===== config.mk =====
export PLATFORM = sky130hd
export DESIGN_NAME = divide_compute_pynq_flat
export DESIGN_NICKNAME = d
export VERILOG_FILES = /design/src/rtl/divide_compute_pynq_if.sv /design/src/rtl/divide_compute_pynq.sv /design/src/flat_wrapper.sv
export SDC_FILE = /design/constraint.sdc
export NUM_CORES = 1
export LEC_CHECK = 0
export CAP_MARGIN = 20
export CORE_MARGIN = 2
export CORE_UTILIZATION = 50
export DETAILED_ROUTE_END_ITERATION = 7
export DONT_BUFFER_PORTS = 1
export GPL_TIMING_DRIVEN = 0
export PLACE_DENSITY = 0.69
export SYNTH_ARGS = -nofsm -noshare
export SYNTH_HDL_FRONTEND = slang
export SYNTH_SLANG_ARGS = --single-unit

===== constraint.sdc =====
create_clock -name clk -period 3.52 [get_ports clk]
set_clock_uncertainty 0.1 [all_clocks]
set_input_delay 0.352 -clock clk [delete_from_list [all_inputs] [get_ports clk]]
set_output_delay 0.352 -clock clk [all_outputs]
set_load 0.02 [all_outputs]

===== src/rtl/divide_compute_pynq_if.sv =====
// Start/ready handshake and operand/result bundle for the divide compute IP.
interface divide_compute_pynq_if #(
    parameter int DATA_WIDTH = 32
);
    logic                  start;
    logic [DATA_WIDTH-1:0] dividend;
    logic [DATA_WIDTH-1:0] divisor;
    logic [DATA_WIDTH-1:0] quotient;
    logic [DATA_WIDTH-1:0] remainder;
    logic                  ready;
    logic                  busy;
    logic                  div_by_zero;

    modport master (
        output start, dividend, divisor,
        input  quotient, remainder, ready, busy, div_by_zero
    );

    modport slave (
        input  start, dividend, divisor,
        output quotient, remainder, ready, busy, div_by_zero
    );
endinterface


===== src/rtl/divide_compute_pynq.sv =====
// Sequential restoring divider, one quotient bit per clock, start/ready level handshake.
// Define DIV_SIGNED_EN for two's complement operands (adds a FIX state, one extra cycle).
module divide_compute_pynq #(
    parameter int DATA_WIDTH = 32
) (
    input  logic                  clk,
    input  logic                  reset,
    divide_compute_pynq_if.slave  bus
);
    localparam int W  = DATA_WIDTH;
    localparam int CW = $clog2(DATA_WIDTH);

    typedef enum logic [1:0] {
        S_IDLE = 2'd0,
        S_CALC = 2'd1,
        S_FIX  = 2'd2,
        S_DONE = 2'd3
    } state_t;

    state_t        state_r;
    logic [W-1:0]  dvd_r;      // dividend bits shift out the top, quotient bits shift in below
    logic [W-1:0]  dvs_r;
    logic [W-1:0]  rem_r;
    logic [CW-1:0] cnt_r;
    logic [W-1:0]  quotient_r;
    logic [W-1:0]  remainder_r;
    logic          ready_r;
    logic          busy_r;
    logic          dbz_r;
`ifdef DIV_SIGNED_EN
    logic          neg_q_r;
    logic          neg_r_r;
`endif

    logic [W:0]    trial_s;
    logic [W:0]    diff_s;
    logic [W-1:0]  rem_next_s;
    logic [W-1:0]  quo_next_s;
    logic [W-1:0]  dvd_abs_s;
    logic [W-1:0]  dvs_abs_s;

    // Restoring step: the borrow out of the trial subtraction decides the quotient bit.
    always_comb begin
        trial_s = {rem_r, dvd_r[W-1]};
        diff_s  = trial_s - {1'b0, dvs_r};
        if (diff_s[W] == 1'b0) begin
            rem_next_s = diff_s[W-1:0];
            quo_next_s = {dvd_r[W-2:0], 1'b1};
        end else begin
            rem_next_s = trial_s[W-1:0];
            quo_next_s = {dvd_r[W-2:0], 1'b0};
        end
`ifdef DIV_SIGNED_EN
        if (bus.dividend[W-1]) begin
            dvd_abs_s = {W{1'b0}} - bus.dividend;
        end else begin
            dvd_abs_s = bus.dividend;
        end
        if (bus.divisor[W-1]) begin
            dvs_abs_s = {W{1'b0}} - bus.divisor;
        end else begin
            dvs_abs_s = bus.divisor;
        end
`else
        dvd_abs_s = bus.dividend;
        dvs_abs_s = bus.divisor;
`endif
    end

    // Control FSM with registered results and status flags.
    always_ff @(posedge clk) begin
        if (reset) begin
            state_r     <= S_IDLE;
            dvd_r       <= {W{1'b0}};
            dvs_r       <= {W{1'b0}};
            rem_r       <= {W{1'b0}};
            cnt_r       <= {CW{1'b0}};
            quotient_r  <= {W{1'b0}};
            remainder_r <= {W{1'b0}};
            ready_r     <= 1'b0;
            busy_r      <= 1'b0;
            dbz_r       <= 1'b0;
`ifdef DIV_SIGNED_EN
            neg_q_r     <= 1'b0;
            neg_r_r     <= 1'b0;
`endif
        end else begin
            case (state_r)
                S_IDLE: begin
                    if (bus.start) begin
                        ready_r <= 1'b0;
                        dbz_r   <= 1'b0;
                        cnt_r   <= CW'(W - 1);
                        dvd_r   <= dvd_abs_s;
                        dvs_r   <= dvs_abs_s;
                        rem_r   <= {W{1'b0}};
`ifdef DIV_SIGNED_EN
                        neg_q_r <= bus.dividend[W-1] ^ bus.divisor[W-1];
                        neg_r_r <= bus.dividend[W-1];
`endif
                        if (bus.divisor == {W{1'b0}}) begin
                            state_r     <= S_DONE;
                            ready_r     <= 1'b1;
                            dbz_r       <= 1'b1;
                            quotient_r  <= {W{1'b1}};
                            remainder_r <= bus.dividend;
                        end else begin
                            state_r <= S_CALC;
                            busy_r  <= 1'b1;
                        end
                    end else begin
                        state_r <= S_IDLE;
                    end
                end
                S_CALC: begin
                    dvd_r <= quo_next_s;
                    rem_r <= rem_next_s;
                    if (cnt_r == {CW{1'b0}}) begin
`ifdef DIV_SIGNED_EN
                        state_r <= S_FIX;
`else
                        quotient_r  <= quo_next_s;
                        remainder_r <= rem_next_s;
                        ready_r     <= 1'b1;
                        busy_r      <= 1'b0;
                        state_r     <= S_DONE;
`endif
                    end else begin
                        cnt_r <= cnt_r - {{(CW-1){1'b0}}, 1'b1};
                    end
                end
`ifdef DIV_SIGNED_EN
                S_FIX: begin
                    quotient_r  <= neg_q_r ? ({W{1'b0}} - dvd_r) : dvd_r;
                    remainder_r <= neg_r_r ? ({W{1'b0}} - rem_r) : rem_r;
                    ready_r     <= 1'b1;
                    busy_r      <= 1'b0;
                    state_r     <= S_DONE;
                end
`endif
                S_DONE: begin
                    // No retrigger until start has been seen low here.
                    if (!bus.start) begin
                        ready_r <= 1'b0;
                        state_r <= S_IDLE;
                    end else begin
                        state_r <= S_DONE;
                    end
                end
                default: begin
                    state_r <= S_IDLE;
                    ready_r <= 1'b0;
                    busy_r  <= 1'b0;
                end
            endcase
        end
    end

    assign bus.quotient    = quotient_r;
    assign bus.remainder   = remainder_r;
    assign bus.ready       = ready_r;
    assign bus.busy        = busy_r;
    assign bus.div_by_zero = dbz_r;
endmodule


===== src/flat_wrapper.sv =====
// flat-port wrapper written by rule: the top's interface ports become plain ports
module divide_compute_pynq_flat 
#(
    parameter int DATA_WIDTH = 32
)
  (clk, reset, bus_start, bus_dividend, bus_divisor, bus_quotient, bus_remainder, bus_ready, bus_busy, bus_div_by_zero);
  divide_compute_pynq_if #(.DATA_WIDTH(DATA_WIDTH)) bus_i ();
  input  logic clk;
  input  logic reset;
  input wire logic [$bits(bus_i.start)-1:0] bus_start;
  input wire logic [$bits(bus_i.dividend)-1:0] bus_dividend;
  input wire logic [$bits(bus_i.divisor)-1:0] bus_divisor;
  output wire logic [$bits(bus_i.quotient)-1:0] bus_quotient;
  output wire logic [$bits(bus_i.remainder)-1:0] bus_remainder;
  output wire logic [$bits(bus_i.ready)-1:0] bus_ready;
  output wire logic [$bits(bus_i.busy)-1:0] bus_busy;
  output wire logic [$bits(bus_i.div_by_zero)-1:0] bus_div_by_zero;
  assign bus_i.start = bus_start;
  assign bus_i.dividend = bus_dividend;
  assign bus_i.divisor = bus_divisor;
  assign bus_quotient = bus_i.quotient;
  assign bus_remainder = bus_i.remainder;
  assign bus_ready = bus_i.ready;
  assign bus_busy = bus_i.busy;
  assign bus_div_by_zero = bus_i.div_by_zero;
  divide_compute_pynq #(.DATA_WIDTH(DATA_WIDTH)) u_core (.clk(clk), .reset(reset), .bus(bus_i));
endmodule

# After elaboration in Yosys (flattened, before gate mapping)
# Cells that the tools add are included.
dict set report totals {
  reg_bits 170
  in_bits 67
  out_inout_bits 67
  wordCells 62
}
dict set report op_classes {
  n_addsub 2
  eq_ne 8
  n_mux 31
  bitwise_logic 1
  reduce_logical 10
}
# cell count
set ops {}
lappend ops {{32-bit 2-to-1 mux} 9}
lappend ops {{32-bit case mux with 2 select lines} 4}
lappend ops {{33-bit by 32-bit subtractor with 33-bit output} 1}
lappend ops {{32-bit zero test} 1}
lappend ops {{5-bit 2-to-1 mux} 2}
lappend ops {{5-bit case mux with 2 select lines} 1}
lappend ops {{1-bit 2-to-1 mux} 8}
lappend ops {{2-bit 2-to-1 mux} 4}
lappend ops {{2-bit inequality test, second input constant} 4}
lappend ops {{4-bit AND reduction} 2}
lappend ops {{1-bit case mux with 3 select lines} 2}
lappend ops {{2-bit case mux with 3 select lines} 1}
lappend ops {{3-bit AND reduction} 2}
lappend ops {{5-bit zero test} 1}
lappend ops {{5-bit by 1-bit subtractor with 5-bit output, second input constant} 1}
lappend ops {{2-bit by 1-bit inequality test with 1-bit output, second input constant} 2}
lappend ops {{2-bit AND reduction} 2}
lappend ops {{2-bit by 1-bit equality test with 1-bit output, second input constant} 1}
lappend ops {{2-bit equality test, second input constant} 1}
lappend ops {{2-bit zero test} 1}
lappend ops {{2-bit nonzero test} 1}
lappend ops {{1-bit inverter} 1}

# Longest topological paths before layout
# Gate-level depths: netlist (run 1).
dict set report logic_depth {
  word_depth 4
  mapped_depth 14
  depth_no_buf 12
}

# Least setup slack after synthesis (run 1)
# OpenSTA, ideal clock, no wires.
dict set report synth_timing {
  kind {register -> register}
  from {reg u_core.dvd_r[31]}
  to {reg u_core.rem_r[14]}
  setup_time_ns 0.070
  t_arrival_ns 3.143
  t_required_ns 3.350
  path_slack_ns 0.206
  stages_incl_launch_ff 14
  path_buffers 1
  synth_period_minus_slack_ns 3.314
  cell_sequence {dfxtp_1 -> inv_1 -> ha_1 -> inv_1 -> fa_1 -> a211oi_1 -> o211ai_1 -> a21boi_0 -> a311o_1 -> a21oi_1 -> nor3_4 -> buf_6 -> mux2_4 -> a21oi_1}
}
dict set report synth_between {
  elab_chain_cells 3
}
# element line_no
set synth_lines {}
lappend synth_lines {{from (decl)} divide_compute_pynq.sv:21} ;# logic [W-1:0] dvd_r;
lappend synth_lines {{from (signal assigned)} divide_compute_pynq.sv:74} ;# dvd_r <= {W{1'b0}};
lappend synth_lines {{from (signal assigned)} divide_compute_pynq.sv:94} ;# dvd_r <= dvd_abs_s;
lappend synth_lines {{from (signal assigned)} divide_compute_pynq.sv:116} ;# dvd_r <= quo_next_s;
lappend synth_lines {{33-bit by 32-bit subtractor with 33-bit output} divide_compute_pynq.sv:45} ;# diff_s = trial_s - {1'b0, dvs_r};
lappend synth_lines {{32-bit 2-to-1 mux} divide_compute_pynq.sv:46} ;# if (diff_s[W] == 1'b0) begin
lappend synth_lines {{32-bit case mux with 2 select lines} divide_compute_pynq.sv:88} ;# case (state_r)
lappend synth_lines {{to (signal assigned)} divide_compute_pynq.sv:76} ;# rem_r <= {W{1'b0}};
lappend synth_lines {{to (signal assigned)} divide_compute_pynq.sv:96} ;# rem_r <= {W{1'b0}};
lappend synth_lines {{to (signal assigned)} divide_compute_pynq.sv:117} ;# rem_r <= rem_next_s;
lappend synth_lines {{to (decl)} divide_compute_pynq.sv:23} ;# logic [W-1:0] rem_r;
# Every way passes these cells.
# A chain may end at the register's enable or synchronous reset.

# Worst setup path in the final report (run 1)
dict set report layout_timing {
  from {reg u_core.rem_r[14]}
  to {reg u_core.rem_r[14]}
}
dict set report layout_between {
  elab_chain_cells 3
}
# element line_no
set layout_lines {}
lappend layout_lines {{33-bit by 32-bit subtractor with 33-bit output} divide_compute_pynq.sv:45}
lappend layout_lines {{32-bit 2-to-1 mux} divide_compute_pynq.sv:46}
lappend layout_lines {{32-bit case mux with 2 select lines} divide_compute_pynq.sv:88}
# Every way passes these cells.

==> results by group, run 1 <==
Run status
  – Status: finished clean

Final layout
  – Layout Utilization: 60.9%
  – Most frequent cells in the layout: nand2_1, dfxtp_1, a21oi_1
  – Layout cell share with drive strength beyond 1: 6.28%
  – # nets final: around 1300
  – Synthesis-to-layout area growth: 18.6%
  – Ant. Diodes: 0
  – Multi-input gate area: 0.00510 mm²
  – Most common cell after layout, fill and taps aside: nand2_1
  – Register area: ~0.0034 mm²
  – Filler Cell Count: roughly 1600
  – Finished Cell Area: 0.0106 mm²

Floorplan
  – Initial Util: 51.4%
  – Core area: ~0.017 mm²
  – Number of placement rows: 48
  – Die span in y: ~140 µm
  – Die extent in x: 138 µm
  – Die Area: 0.0189 mm²
  – # IOs: about 130

GRT
  – Initial antenna violation count: 0
  – GRT Total Usage: 30.5%
  – Largest net degree at the start of global routing: 19
  – Total grt overflow: 0
  – Vias in the first global route: 8198
  – First-pass GRT wire length: 44200 µm

STA
  – Fin. Hold Viols: 0
  – Final Slew Violations: 0
  – Final worst path period share: between 90% and 100%
  – Final min period: 3.41 ns
  – Achievable clock frequency: slightly below 300 MHz
  – Setup WS post-layout: 0.111 ns
  – Endpoints failing setup: 0
  – Slew @ Worst Pin: 0.781 ns
  – Slew margin rel.: between 40% and 50%
  – Hold slack: 0.00653 ns

Critical path
  – Critical path type: flip-flop to flip-flop
  – CP required: 3.77 ns
  – Critical Path Source Type: flip-flop
  – Reg-to-reg slack, setup: 0.11 ns
  – Critical Path End Type: flip-flop
  – Worst endpoint data arrival time: 3.66 ns
  – Worst-path maximum fanout: 10
  – Reg2Reg Depth: 12
  – Worst r2r src: u_core.rem_r[14]$_SDFFE_PP0P_
  – Slowest cell on the critical path: a2111o_1
  – Reg2Reg Capture Point: u_core.rem_r[14]$_SDFFE_PP0P_
  – Critical path cell sequence: ha_1, buf_4, nand2_1, a211o_1, a2111o_1, a311o_2, and4_4, buf_6, nor3_4, buf_6, mux2_4, a21oi_1
  – Cell repeated most along the worst path: buf_6
  – Crit path largest cell delay: just under 0.4 ns

Power
  – Power Density: between 1000 and 1500 mW/mm²
  – Worst VDD drop: 735 µV
  – Leakage: 4.03 nW

Clock network
  – CTS tree: done
  – Clock tree sinks: 170
  – Clock slew seen by the registers of the worst setup and hold paths: 0.07 ns
  – Root Driver: clkbuf_16
  – CTS Buffer Depth: 2
  – Num CTS Buffers: 17
  – H-tree depth: 4
  – Skew-Pair Late Insertion Delay: 0.44 ns

Synthesis
  – Post-Syn Area per Cell: 7.71 µm²
  – Yosys warning count: 0
  – Syn Nets: roughly 1300
  – Post-synthesis sequential area ratio: 38.2%
  – Post-synth design cell area: ~0.009 mm²
  – Post-synthesis cell count: 1157
  – Post-synthesis cell type count: 61
  – Most common flop cell mapped by yosys: dfxtp_1
  – Asr flop ratio synth: 0%
  – Post-synth EDFFs: 0
  – Post-synthesis register bit count: 170

Min path
  – Hold Path Depth: 2
  – Hold endpoint: u_core.dvd_r[25]$_SDFFE_PP0P_
  – Hold WC Path Type: primary input to flip-flop
  – Hold_sp: bus_dividend[25]

Detailed routing
  – Post-route ant nets: 0
  – First-pass DRT Iterations: 6
  – Residual DRC: 0
  – DRT Wirelength: 29100 µm
  – DR WL/cell: 19.7 µm
  – DR vias: around 9000
  – Post-DR vias/cell: 6.02
  – DRT iter0 DRCs: ~800

Place
  – Routability Congestion: 0.921
  – Setup WS pre-CTS: -0.609 ns
  – Dpl hpwl: 21600 µm
  – IO buf count: 0
  – Post-Place Cell Area: ~0.009 mm²

Job
  – Maximum Capacitance Violations: 0
state kept, by name, summed over array words and instances (netlist names), 2 cells and up:
signal and flops:
u_core.bus.quotient 32, u_core.bus.remainder 32, u_core.dvd_r 32, u_core.dvs_r 32, u_core.rem_r 32, u_core.cnt_r 5, u_core.state_r 2
stage by stage:
stage / setup TNS, ns / std cells / power (W)
floorplan: 0 / 1157 / 0.00754
global placement: -33.86 / 1382 / 0.00908
detailed placement: -31.12 / 1383 / 0.00915
CTS: 0 / 1479 / 0.0114
global route: -0.00374 / 1482 / 0.0126
finish: 0 / 1482 / 0.0119
power by group:
group          internal [W]  switching (W)  total, W
Sequential          0.00228       0.000481   0.00276
Clock              0.000970       0.000924   0.00189
Combinational       0.00289        0.00436   0.00725
per-layer routing:
metal  vias to the layer above  track usage (%)  routed length, µm
met5                         -                0                  0
met4                         0             9.22                527
met3                        43             6.51               2910
met2                       435             49.0              13200
met1                      4133             41.1              12500
li1                       4313                -                  -
logic make-up (layout without fill, tap and decap cells):
kind of cell | after synthesis | count (layout) | share of synthesized area, %
simple gates | 414 | 414 | 20.1
compound gates | 367 | 367 | 26.7
flops | 170 | 170 | 38.2
buf+inv | 130 | 230 | 5.72
fa+ha+maj | 35 | 35 | 4.99
xor+xnor | 26 | 26 | 2.55
mux | 15 | 15 | 1.84
worst max-delay path, delay by kind of cell (launching register included):
family	cells	cell delay, ns
compound gates	4	1.23
fa+ha+maj	1	0.30
buf+inv	3	0.47
flops	1	0.37
mux	1	0.33
simple gates	3	0.52
cell usage after synthesis (3+ instances only):
| cell type | number | area (µm²) |
|---|---|---|
| mux2i_1 | 7 | 70.1 |
| o211ai_1 | 6 | 45.0 |
| xnor2_1 | 15 | 131 |
| a21o_1 | 12 | 90.1 |
| a211o_1 | 5 | 43.8 |
| a22o_1 | 4 | 35.0 |
| clkbuf_1 | 69 | 259 |
| a21oi_1 | 133 | 666 |
| a311oi_1 | 34 | 298 |
| dfxtp_1 | 170 | 3400 |
| nor2_1 | 92 | 345 |
| a211oi_1 | 37 | 278 |
| buf_1 | 9 | 33.8 |
| o31ai_1 | 7 | 52.6 |
| a21boi_0 | 4 | 30.0 |
| nand2_1 | 216 | 811 |
| nand3_1 | 28 | 140 |
| o211a_1 | 5 | 50.1 |
| a31oi_1 | 24 | 150 |
| ha_1 | 34 | 425 |
| inv_1 | 46 | 173 |
| or3_1 | 4 | 25.0 |
| buf_2 | 3 | 15.0 |
| nor3_1 | 18 | 90.1 |
| xor2_1 | 11 | 96.3 |
| nor2b_1 | 3 | 18.8 |
| o21a_1 | 12 | 90.1 |
| and4_1 | 4 | 35.0 |
| and2_1 | 6 | 37.5 |
| mux2_2 | 7 | 78.8 |
| nand4_1 | 12 | 75.1 |
| nor4_1 | 16 | 100 |
| o21ai_0 | 56 | 280 |
| and3_1 | 3 | 18.8 |
| nand2b_1 | 6 | 37.5 |
repair_timing:
item                                   4_1_cts  5_1_grt
pin swaps                                    4        3
gates cloned                                 0        1
hold buffers                                62        1
gates resized for setup                     11       19
endpoints found under the hold margin       63        1
setup endpoints to repair                   66       58
buffers inserted                             3        3
worst max path at each step:
stage | startpoint | endpoint | slack (ns) | depth (start not counted)
after floorplan | u_core.dvd_r[31]$_SDFFE_PP0P_ | u_core.rem_r[14]$_SDFFE_PP0P_ | 0.21 | 13
after global placement | u_core.dvd_r[31]$_SDFFE_PP0P_ | u_core.rem_r[4]$_SDFFE_PP0P_ | -0.64 | 13
after detailed placement | u_core.dvd_r[31]$_SDFFE_PP0P_ | u_core.rem_r[18]$_SDFFE_PP0P_ | -0.61 | 13
after CTS | u_core.rem_r[17]$_SDFFE_PP0P_ | u_core.bus.remainder[7]$_SDFFE_PP0P_ | 0.001 | 11
after global routing | u_core.dvs_r[10]$_SDFFE_PP0P_ | u_core.rem_r[14]$_SDFFE_PP0P_ | -0.004 | 13
final | u_core.rem_r[14]$_SDFFE_PP0P_ | u_core.rem_r[14]$_SDFFE_PP0P_ | 0.11 | 12
cell type report:
type                    count  area share (%)
multi-input cells         857            48.2
flip-flops and latches    170            32.2
repair buffers             71            6.54
clock buffers              18            4.15
plain buffers              81            3.21
well taps                 225            2.66
inverters                  46            1.63
clock inverters            14            1.42
Power figures use the tool's default switching activity.
==> inputs of run 2 (changes only) <==
--- a/config.mk
+++ b/config.mk
@@ -11,7 +11,8 @@
 export DETAILED_ROUTE_END_ITERATION = 7
 export DONT_BUFFER_PORTS = 1
 export GPL_TIMING_DRIVEN = 0
-export PLACE_DENSITY = 0.69
+export PLACE_DENSITY = 0.66
+export RECOVER_POWER = 25
 export SYNTH_ARGS = -nofsm -noshare
 export SYNTH_HDL_FRONTEND = slang
 export SYNTH_SLANG_ARGS = --single-unit
==> constraint.sdc (replaced) <==
create_clock -name clk -period 3.91 [get_ports clk]
set_clock_uncertainty 0.1 [all_clocks]
set_input_delay 0.391 -clock clk [delete_from_list [all_inputs] [get_ports clk]]
set_output_delay 0.391 -clock clk [all_outputs]
set_load 0.02 [all_outputs]
==> run 2 against run 1 <==
The flow now finishes with violations (hold timing). Highest routed layer unchanged. Flip-flop and latch count unchanged. Global-route usage is 0.66 points lower. Sequential share of layout area is 1.4 points higher. Count of clock-buffer cells in the layout unchanged. Register-to-register slack improved by 0.06 ns. Critical path depth down 1.
==> results by group, run 2 (synthesized netlist as in run 1, its figures left out) <==
Floorplan
  – Initial Util: between 50 and 60%
  – Number of placement rows: 48
  – Die Area: 0.0189 mm²
  – # IOs: 134
  – Core area: 0.0174 mm²
  – Die extent in x: 138 µm
  – Die span in y: 138 µm

Power
  – Power Density: 1020 mW/mm²
  – Worst VDD drop: 455 µV
  – Leakage: 3.87 nW

Detailed routing
  – Residual DRC: 0
  – First-pass DRT Iterations: 5
  – Post-route ant nets: 0
  – DRT Wirelength: 27900 µm
  – Post-DR vias/cell: 5.96
  – DR WL/cell: 19.3 µm
  – DR vias: ~8600
  – DRT iter0 DRCs: a little under 700

Clock network
  – CTS Buffer Depth: 2
  – Clock tree sinks: 170
  – CTS tree: done
  – Skew-Pair Late Insertion Delay: 0.44 ns
  – Root Driver: clkbuf_16
  – Clock slew seen by the registers of the worst setup and hold paths: 0.07 ns
  – Num CTS Buffers: 17
  – H-tree depth: 4

Critical path
  – CP required: 4.11 ns
  – Worst endpoint data arrival time: 3.94 ns
  – CP top delay family: simple AND/OR/NAND/NOR gates
  – Critical path cell sequence: inv_1, ha_1, a21o_1, a21oi_1, nor2_1, nor3_1, inv_1, nor3_4, buf_4, mux2i_1, a21oi_1
  – Critical Path Source Type: flip-flop
  – Critical Path End Type: flip-flop
  – Crit path largest cell delay: 0.75 ns
  – Worst-path maximum fanout: 10
  – Worst path buffer plus inverter count: 3
  – Critical path type: flip-flop to flip-flop
  – Slowest cell on the critical path: nor3_1

STA
  – Achievable clock frequency: 268 MHz
  – Slew margin rel.: a little under a quarter
  – Endpoints failing setup: 0
  – Final worst path period share: around 96%
  – Slew @ Worst Pin: around 1.1 ns
  – Hold slack: -0.000260 ns
  – Final min period: 3.74 ns
  – Final Slew Violations: 0
  – Fin. Hold Viols: 1

Final layout
  – Register area: 0.00340 mm²
  – Finished Cell Area: just over 0.01 mm²
  – Multi-input gate area: around 0.0050 mm²
  – Ant. Diodes: 0
  – Layout cell share with drive strength beyond 1: 5.48%
  – Post-route insts no fill: 1447
  – # nets final: ~1300
  – Layout Utilization: between 50% and 60%
  – Synthesis-to-layout area growth: 13.7%
  – Most frequent cells in the layout: nand2_1, dfxtp_1, a21oi_1
  – Filler Cell Count: 1663
  – Most common cell after layout, fill and taps aside: nand2_1

GRT
  – Initial antenna violation count: 0
  – First-pass GRT wire length: 43200 µm
  – Total grt overflow: 0
  – GRT Total Usage: 29.9%
  – Vias in the first global route: approximately 8000
  – Largest net degree at the start of global routing: 19

Place
  – Routability Congestion: 0.890
  – Dpl hpwl: 21600 µm
  – IO buf count: 0
  – Post-Place Cell Area: 0.00921 mm²
  – Placed cell count: 1383

Run status
  – Status: finished with violations
  – Failing checks: hold timing

Job
  – Maximum Capacitance Violations: 0

Min path
  – Hold WC Path Type: primary input to flip-flop
run 2: final timing paths:
kind | slack [ns] | startpoint | to | depth (start not counted)
hold / removal | -0.0003 | bus_divisor[30] | u_core.dvs_r[30]$_SDFFE_PP0P_ | 2
hold reg to reg | 0.36 | u_core.dvs_r[20]$_SDFFE_PP0P_ | u_core.dvs_r[20]$_SDFFE_PP0P_ | 2
setup reg to reg | 0.17 | u_core.dvs_r[29]$_SDFFE_PP0P_ | u_core.rem_r[18]$_SDFFE_PP0P_ | 11
setup / recovery | 0.17 | u_core.dvs_r[29]$_SDFFE_PP0P_ | u_core.rem_r[18]$_SDFFE_PP0P_ | 11
run 2: worst reg2reg max path, cell delays in order (launching register included):
cell and delay (ns):
dfxtp_1 0.33, inv_1 0.05, ha_1 0.35, a21o_1 0.22
a21oi_1 0.33, nor2_1 0.09, nor3_1 0.75, inv_1 0.36
nor3_4 0.28, buf_4 0.24, mux2i_1 0.37, a21oi_1 0.12
run 2: repair_timing:
action	4_1_cts	5_1_grt
gates resized for setup	3	7
endpoints found under the hold margin	28	0
hold buffers	28	0
pin swaps	1	2
setup buffers	2	2
endpoints found under the setup margin	56	45
run 2: through the flow:
step	total power [W]	setup WS (ns)	setup TNS (ns)
floorplan	0.00679	0.596	0
global placement	0.00821	-0.292	-6.88
detailed placement	0.00826	-0.306	-7.39
CTS	0.0101	0.105	0
global route	0.0109	-0.0213	-0.0440
finish	0.0103	0.175	0
run 2: final cells by class:
type / instances / share of cell area [%]
sequential: 170 / 33.6
tap: 225 / 2.78
inverter: 46 / 1.70
multi-input combinational: 857 / 49.7
clock inverter: 14 / 1.47
buffer: 84 / 3.34
timing repair buffer: 33 / 3.11
clock buffer: 18 / 4.33
run 2: per-layer routing:
| layer | vias up | track usage [%] | share of wire (%) | wire length [µm] |
|---|---|---|---|---|
| met4 | 0 | 8.88 | 1.9 | 527 |
| li1 | 4244 | - | - | - |
| met3 | 43 | 5.81 | 8.7 | 2420 |
| met1 | 4004 | 41.0 | 45 | 12500 |
| met2 | 331 | 47.5 | 45 | 12500 |
| met5 | - | 0 | 0 | 0 |
run 2: report_power, final:
group | leakage (nW) | total (W) | internal (W) | switching, W
logic | 2.18 | 0.00614 | 0.00236 | 0.00378
clock network | 0.287 | 0.00169 | 0.000871 | 0.000816
registers | 1.40 | 0.00248 | 0.00205 | 0.000429
total | 3.87 | 0.0103 | 0.00528 | 0.00502
